--- src/rtl/fetch_line_responder.sv ---
// fetch_line_responder: serves 32-bit word reads for the instruction fetch path
// from a single 256-bit line buffer. A miss fetches the aligned line from burst
// memory as four 64-bit beats and then responds.
//
// Handshakes: a request transfers on a clock edge where req_valid && req_ready.
// resp_valid is a one-cycle pulse with no back-pressure. mem_read/mem_addr are
// held until the edge where mem_ready is high. Read beats are taken on any edge
// with mem_rvalid high while the block is in FILL_WAIT.
//
// Optional macro CRITICAL_WORD_FIRST_EN: the response is given from the beat
// holding the requested word, and the block returns straight to IDLE after the
// last beat with no second response.
module fetch_line_responder #(
   parameter int ADDR_W = 32,
   parameter int BEAT_W = 64,
   parameter int LINE_W = 256
) (
   input  logic              clk,
   input  logic              rst,
   input  logic              req_valid,
   input  logic [ADDR_W-1:0] req_addr,
   output logic              req_ready,
   output logic              resp_valid,
   output logic [31:0]       resp_data,
   input  logic              flush,
   output logic [ADDR_W-1:0] mem_addr,
   output logic              mem_read,
   input  logic              mem_ready,
   input  logic              mem_rvalid,
   input  logic [BEAT_W-1:0] mem_rdata
);

   localparam int BEATS = LINE_W / BEAT_W;
   localparam int CNT_W = $clog2(BEATS);
   localparam int OFF_W = $clog2(LINE_W / 8);
   localparam int TAG_W = ADDR_W - OFF_W;

   typedef enum logic [1:0] {
      S_IDLE      = 2'd0,
      S_RESP      = 2'd1,
      S_FILL_REQ  = 2'd2,
      S_FILL_WAIT = 2'd3
   } state_t;

   // state_q is the FSM state that checkers bind to.
   state_t              state_q, state_d;
   logic [ADDR_W-1:2]   addr_q, addr_d;
   logic [TAG_W-1:0]    tag_q, tag_d;
   logic                line_valid_q, line_valid_d;
   logic [CNT_W-1:0]    cnt_q, cnt_d;
   logic [LINE_W-1:0]   line_q, line_d;
   logic                pend_inv_q, pend_inv_d;
   logic                cwf_q, cwf_d;
   logic                req_hit;
   logic                unused_addr_bits;

   // Byte lanes inside a word are irrelevant to a word fetch.
   assign unused_addr_bits = ^req_addr[1:0];

   assign req_hit = line_valid_q && (tag_q == req_addr[ADDR_W-1:OFF_W]) && !flush;

   // Register bank for FSM state, latched request, line buffer and its tag.
   always_ff @(posedge clk) begin
      if (rst) begin
         state_q      <= S_IDLE;
         addr_q       <= '0;
         tag_q        <= '0;
         line_valid_q <= 1'b0;
         cnt_q        <= '0;
         line_q       <= '0;
         pend_inv_q   <= 1'b0;
         cwf_q        <= 1'b0;
      end else begin
         state_q      <= state_d;
         addr_q       <= addr_d;
         tag_q        <= tag_d;
         line_valid_q <= line_valid_d;
         cnt_q        <= cnt_d;
         line_q       <= line_d;
         pend_inv_q   <= pend_inv_d;
         cwf_q        <= cwf_d;
      end
   end

   // Next-state, buffer fill and memory-side outputs.
   always_comb begin
      state_d      = state_q;
      addr_d       = addr_q;
      tag_d        = tag_q;
      line_valid_d = line_valid_q;
      cnt_d        = cnt_q;
      line_d       = line_q;
      pend_inv_d   = pend_inv_q;
      cwf_d        = 1'b0;
      req_ready    = 1'b0;
      mem_read     = 1'b0;
      mem_addr     = '0;
      case (state_q)
         S_IDLE: begin
            // Held low while reset is asserted so nothing is offered then.
            req_ready = !rst;
            if (flush) line_valid_d = 1'b0;
            if (req_valid) begin
               addr_d  = req_addr[ADDR_W-1:2];
               state_d = req_hit ? S_RESP : S_FILL_REQ;
            end
         end
         S_RESP: begin
            // A flush seen during the fill or now drops the line on return to IDLE.
            if (flush || pend_inv_q) line_valid_d = 1'b0;
            pend_inv_d = 1'b0;
            state_d    = S_IDLE;
         end
         S_FILL_REQ: begin
            mem_read = 1'b1;
            mem_addr = {addr_q[ADDR_W-1:OFF_W], {OFF_W{1'b0}}};
            if (flush) pend_inv_d = 1'b1;
            // A beat in the acceptance cycle cannot belong to this burst.
            if (mem_ready) begin
               cnt_d   = '0;
               state_d = S_FILL_WAIT;
            end
         end
         S_FILL_WAIT: begin
            if (flush) pend_inv_d = 1'b1;
            if (mem_rvalid) begin
               line_d[cnt_q*BEAT_W +: BEAT_W] = mem_rdata;
               cnt_d = cnt_q + 1'b1;
`ifdef CRITICAL_WORD_FIRST_EN
               if (cnt_q == addr_q[OFF_W-1 -: CNT_W]) cwf_d = 1'b1;
`endif
               if (cnt_q == CNT_W'(BEATS - 1)) begin
                  line_valid_d = 1'b1;
                  tag_d        = addr_q[ADDR_W-1:OFF_W];
`ifdef CRITICAL_WORD_FIRST_EN
                  // Response already issued from the critical beat.
                  if (flush || pend_inv_q) line_valid_d = 1'b0;
                  pend_inv_d = 1'b0;
                  state_d    = S_IDLE;
`else
                  state_d    = S_RESP;
`endif
               end
            end
         end
         default: state_d = S_IDLE;
      endcase
   end

   // Response pulse and word select; the data bus reads zero when idle.
   always_comb begin
      resp_valid = (state_q == S_RESP) || cwf_q;
      resp_data  = '0;
      if (resp_valid) resp_data = line_q[addr_q[OFF_W-1:2]*32 +: 32];
   end

endmodule

--- config.mk ---
export PLATFORM = sky130hd
export DESIGN_NAME = fetch_line_responder
export DESIGN_NICKNAME = d
export VERILOG_FILES = /design/src/rtl/fetch_line_responder.sv
export SDC_FILE = /design/constraint.sdc
export NUM_CORES = 1
export LEC_CHECK = 0
export ABC_CLOCK_PERIOD_IN_PS = 1760
export BUFFER_PORTS_ARGS = -buffer_cell sky130_fd_sc_hd__buf_2
export CAP_MARGIN = 20
export CORE_MARGIN = 2
export CORE_UTILIZATION = 45
export CTS_BUF_LIST = sky130_fd_sc_hd__clkbuf_8
export DETAILED_ROUTE_END_ITERATION = 12
export GPL_ROUTABILITY_DRIVEN = 0
export GPL_TIMING_DRIVEN = 0
export PLACE_DENSITY = 0.67
export SLEW_MARGIN = 25
export SYNTH_ARGS = -nofsm -noshare
export SYNTH_HDL_FRONTEND = slang
export SYNTH_SLANG_ARGS = --single-unit
--- constraint.sdc ---
create_clock -name clk -period 1.76 [get_ports clk]
set_input_delay 0.352 -clock clk [delete_from_list [all_inputs] [get_ports clk]]
set_output_delay 0.352 -clock clk [all_outputs]
set_load 0.1 [all_outputs]
==> out/results.txt <==
Post-synth EDFFs - 0
Min-Delay Startpoint - req_addr[15]
Clock Tree Root - clkbuf_8
Final Slew Violations - 0
Top cell type by total area after synthesis - dfxtp_1
CP required - 1.41 ns
Max Cap Viol - 0
Residual DRC count - 0
Worst setup margin - -0.902 ns
Final min period - 2.66 ns
Most used DFF post-synth - dfxtp_1
Layout Cells excl Fill - 2401
CTS tree - built
Hold crit path type - in -> reg
Sequential area share after synthesis - 0.437
Die footprint - 33900 um^2
Pwr Density - 800 nW/um^2
Pre-antenna DRT Iters - 5
Arr. time, crit path - 2.31 ns
Placed standard-cell area - 16400 um^2
Post-DRT Antenna Nets - 0
Die H - 184 um
FF+latch count, synth - 319
Failing checks - setup timing
Worst hold margin - 0.0268 ns
Worst-path clk slew - 0.06 ns
Worst-Margin Slew - 0.902 ns
Number of global-route vias before repair - 13500
Initial antenna violation count - 5
Final wirelength - 51.2 mm
Peak supply drop - 0.502 mV
Top cells by area, synth - dfxtp_1 (44%), mux4_2 (9.9%), a21oi_1 (9.8%)
# H-tree levels - 2
Final hold vios - 0
Design Area, Final - 19700 um^2
Core ar. - 31800 um^2
Yosys warnings - 0
Post-synth ARST share - 0
Vias per cell - 5.75
Clock sink total - 319
CP Class - reg -> out
Slew margin rel. - 0.398
Layout net count - 2033
Total CTS buffers - 53
Initial core utilization - 0.459
Critical R2R Launch - cnt_q[0]
Syn Area/Cell - 8.78 um^2
Clk_lat worst skew - 0.60 ns
Worst-path fanout max - 5
Final global-route overflow total - 0
Layout Skew - 0.0131 ns
WL/cell - 21.3 um
DPL Wire Length - 32.6 mm
Crit path from - addr_q[2]
Layout area overhead - 34.6%
Global-route wire length before repair - 76.7 mm
RSZ-0062 raised after global routing - yes
Initial DRC Count - 1166
Placed Cells - 2263
Io pins - 169
Die width - 184 um
Clock Path Buffers - 3
Final setup viols - 62
Largest net degree at the start of global routing - 14
FP Rows - 65
Synth cell types - 37
Pre-CTS setup slack - -0.649 ns
Status - complete, but fails checks
Fmax - 376 MHz
Crit. End Element - output port
Synth cell count leaders - nand2_1 (374), dfxtp_1 (319), a21oi_1 (285)
Leak pwr - 6.54 nW
Port bufs - 160
All-Layer GR Usage - 0.295
Cell Area, Synth - 14600 um^2
Vias - 13800
Synth Instances - 1664
Fraction of layout cells with a size suffix above 1 - 0.329
Crit start category - flop
Share of the synthesized area in the top cell type - 0.437
Period utilization - 1.51
Count leader, synth - nand2_1
-- cell type report --
type | count | area [um^2]
clock buffer | 66 | 908
inverter | 3 | 22.5
fill | 2616 | 12100
sequential | 319 | 6400
tap | 435 | 544
multi-input combinational | 1187 | 7960
antenna | 4 | 10.0
clock inverter | 26 | 139
buffer | 157 | 1370
timing repair buffer | 204 | 2310
-- per-layer routing --
layer  track usage  up-vias  wire length (um)
li1              -     6281                 -
met1         0.381     6657             20400
met2         0.481      729             24400
met3        0.0642      126              4830
met4         0.123        4              1610
met5             0        -                21
-- final timing paths --
check | slack (ns) | cells past startpoint | endpoint
setup / recovery | -0.90 | 6 | resp_data[27]
hold / removal | 0.03 | 3 | addr_q[15]
setup reg to reg | 0.05 | 8 | line_q[116]
hold reg to reg | 0.45 | 2 | line_q[9]
-- critical path, cell delays in order, from the launching register on --
cell and delay (ns):
dfxtp_4 0.41, buf_12 0.17, clkbuf_16 0.17, mux4_2 0.54
mux2i_4 0.21, nor2_4 0.06, buf_12 0.16
-- placed cells by master (no fill, tap or decap), drive strengths merged, types with 2 or more instances in the layout --
| master | n |
|---|---|
| a21oi | 315 |
| a22oi | 3 |
| and2 | 33 |
| and3 | 2 |
| buf | 284 |
| clkbuf | 140 |
| clkinv | 6 |
| clkinvlp | 3 |
| conb | 5 |
| dfxtp | 319 |
| diode | 4 |
| dlygate4sd3 | 3 |
| ha | 6 |
| inv | 19 |
| mux2i | 32 |
| mux4 | 64 |
| nand2 | 378 |
| nand3 | 257 |
| nand4 | 7 |
| nor2 | 40 |
| nor2b | 2 |
| nor3 | 3 |
| nor3b | 4 |
| o21ai | 4 |
| xnor2 | 27 |
-- cell families after synthesis --
group / share of synthesized area
AOI/OAI and AO/OA: 0.120
xor gates and xnor gates: 0.0162
adders and majority gates: 0.00514
buffers and inverters: 0.0700
DFF: 0.437
muxes: 0.121
other: 0.000257
and+or+nand+nor: 0.231
-- stage by stage --
| step | total power, mW | utilization | TNS, ns |
|---|---|---|---|
| after floorplan | 8.36 | - | -4.54 |
| after global placement | 8.85 | 0.517 | -84.16 |
| after detailed placement | 8.87 | 0.517 | -95.40 |
| after CTS | 15.6 | 0.603 | -42.05 |
| after global routing | 16.1 | 0.618 | -43.94 |
| final | 15.7 | 0.618 | -40.23 |
-- what timing repair did --
action | 4_1_cts | 5_1_grt
hold buffers | 3 | 0
setup endpoints to repair | 308 | 329
pin swaps | 11 | 24
buffers inserted | 19 | 8
endpoints found under the hold margin | 3 | 0
cloned | 8 | 7
gates resized for setup | 380 | 90
-- report_power, final --
group          switching, mW  internal, mW  leakage, nW
clock                   3.10          3.50        0.603
combinational           1.10         0.684         3.36
sequential            0.0593          7.29         2.58
total                   4.26          11.5         6.54
-- state kept, by name, summed over array words and instances, names as in the netlist --
| signal | count |
|---|---|
| line_q | 256 |
| addr_q | 30 |
| tag_q | 27 |
| cnt_q | 2 |
| state_q | 2 |
| line_valid_q | 1 |
| pend_inv_q | 1 |
Note: power is estimated with default switching activity, not from simulation.
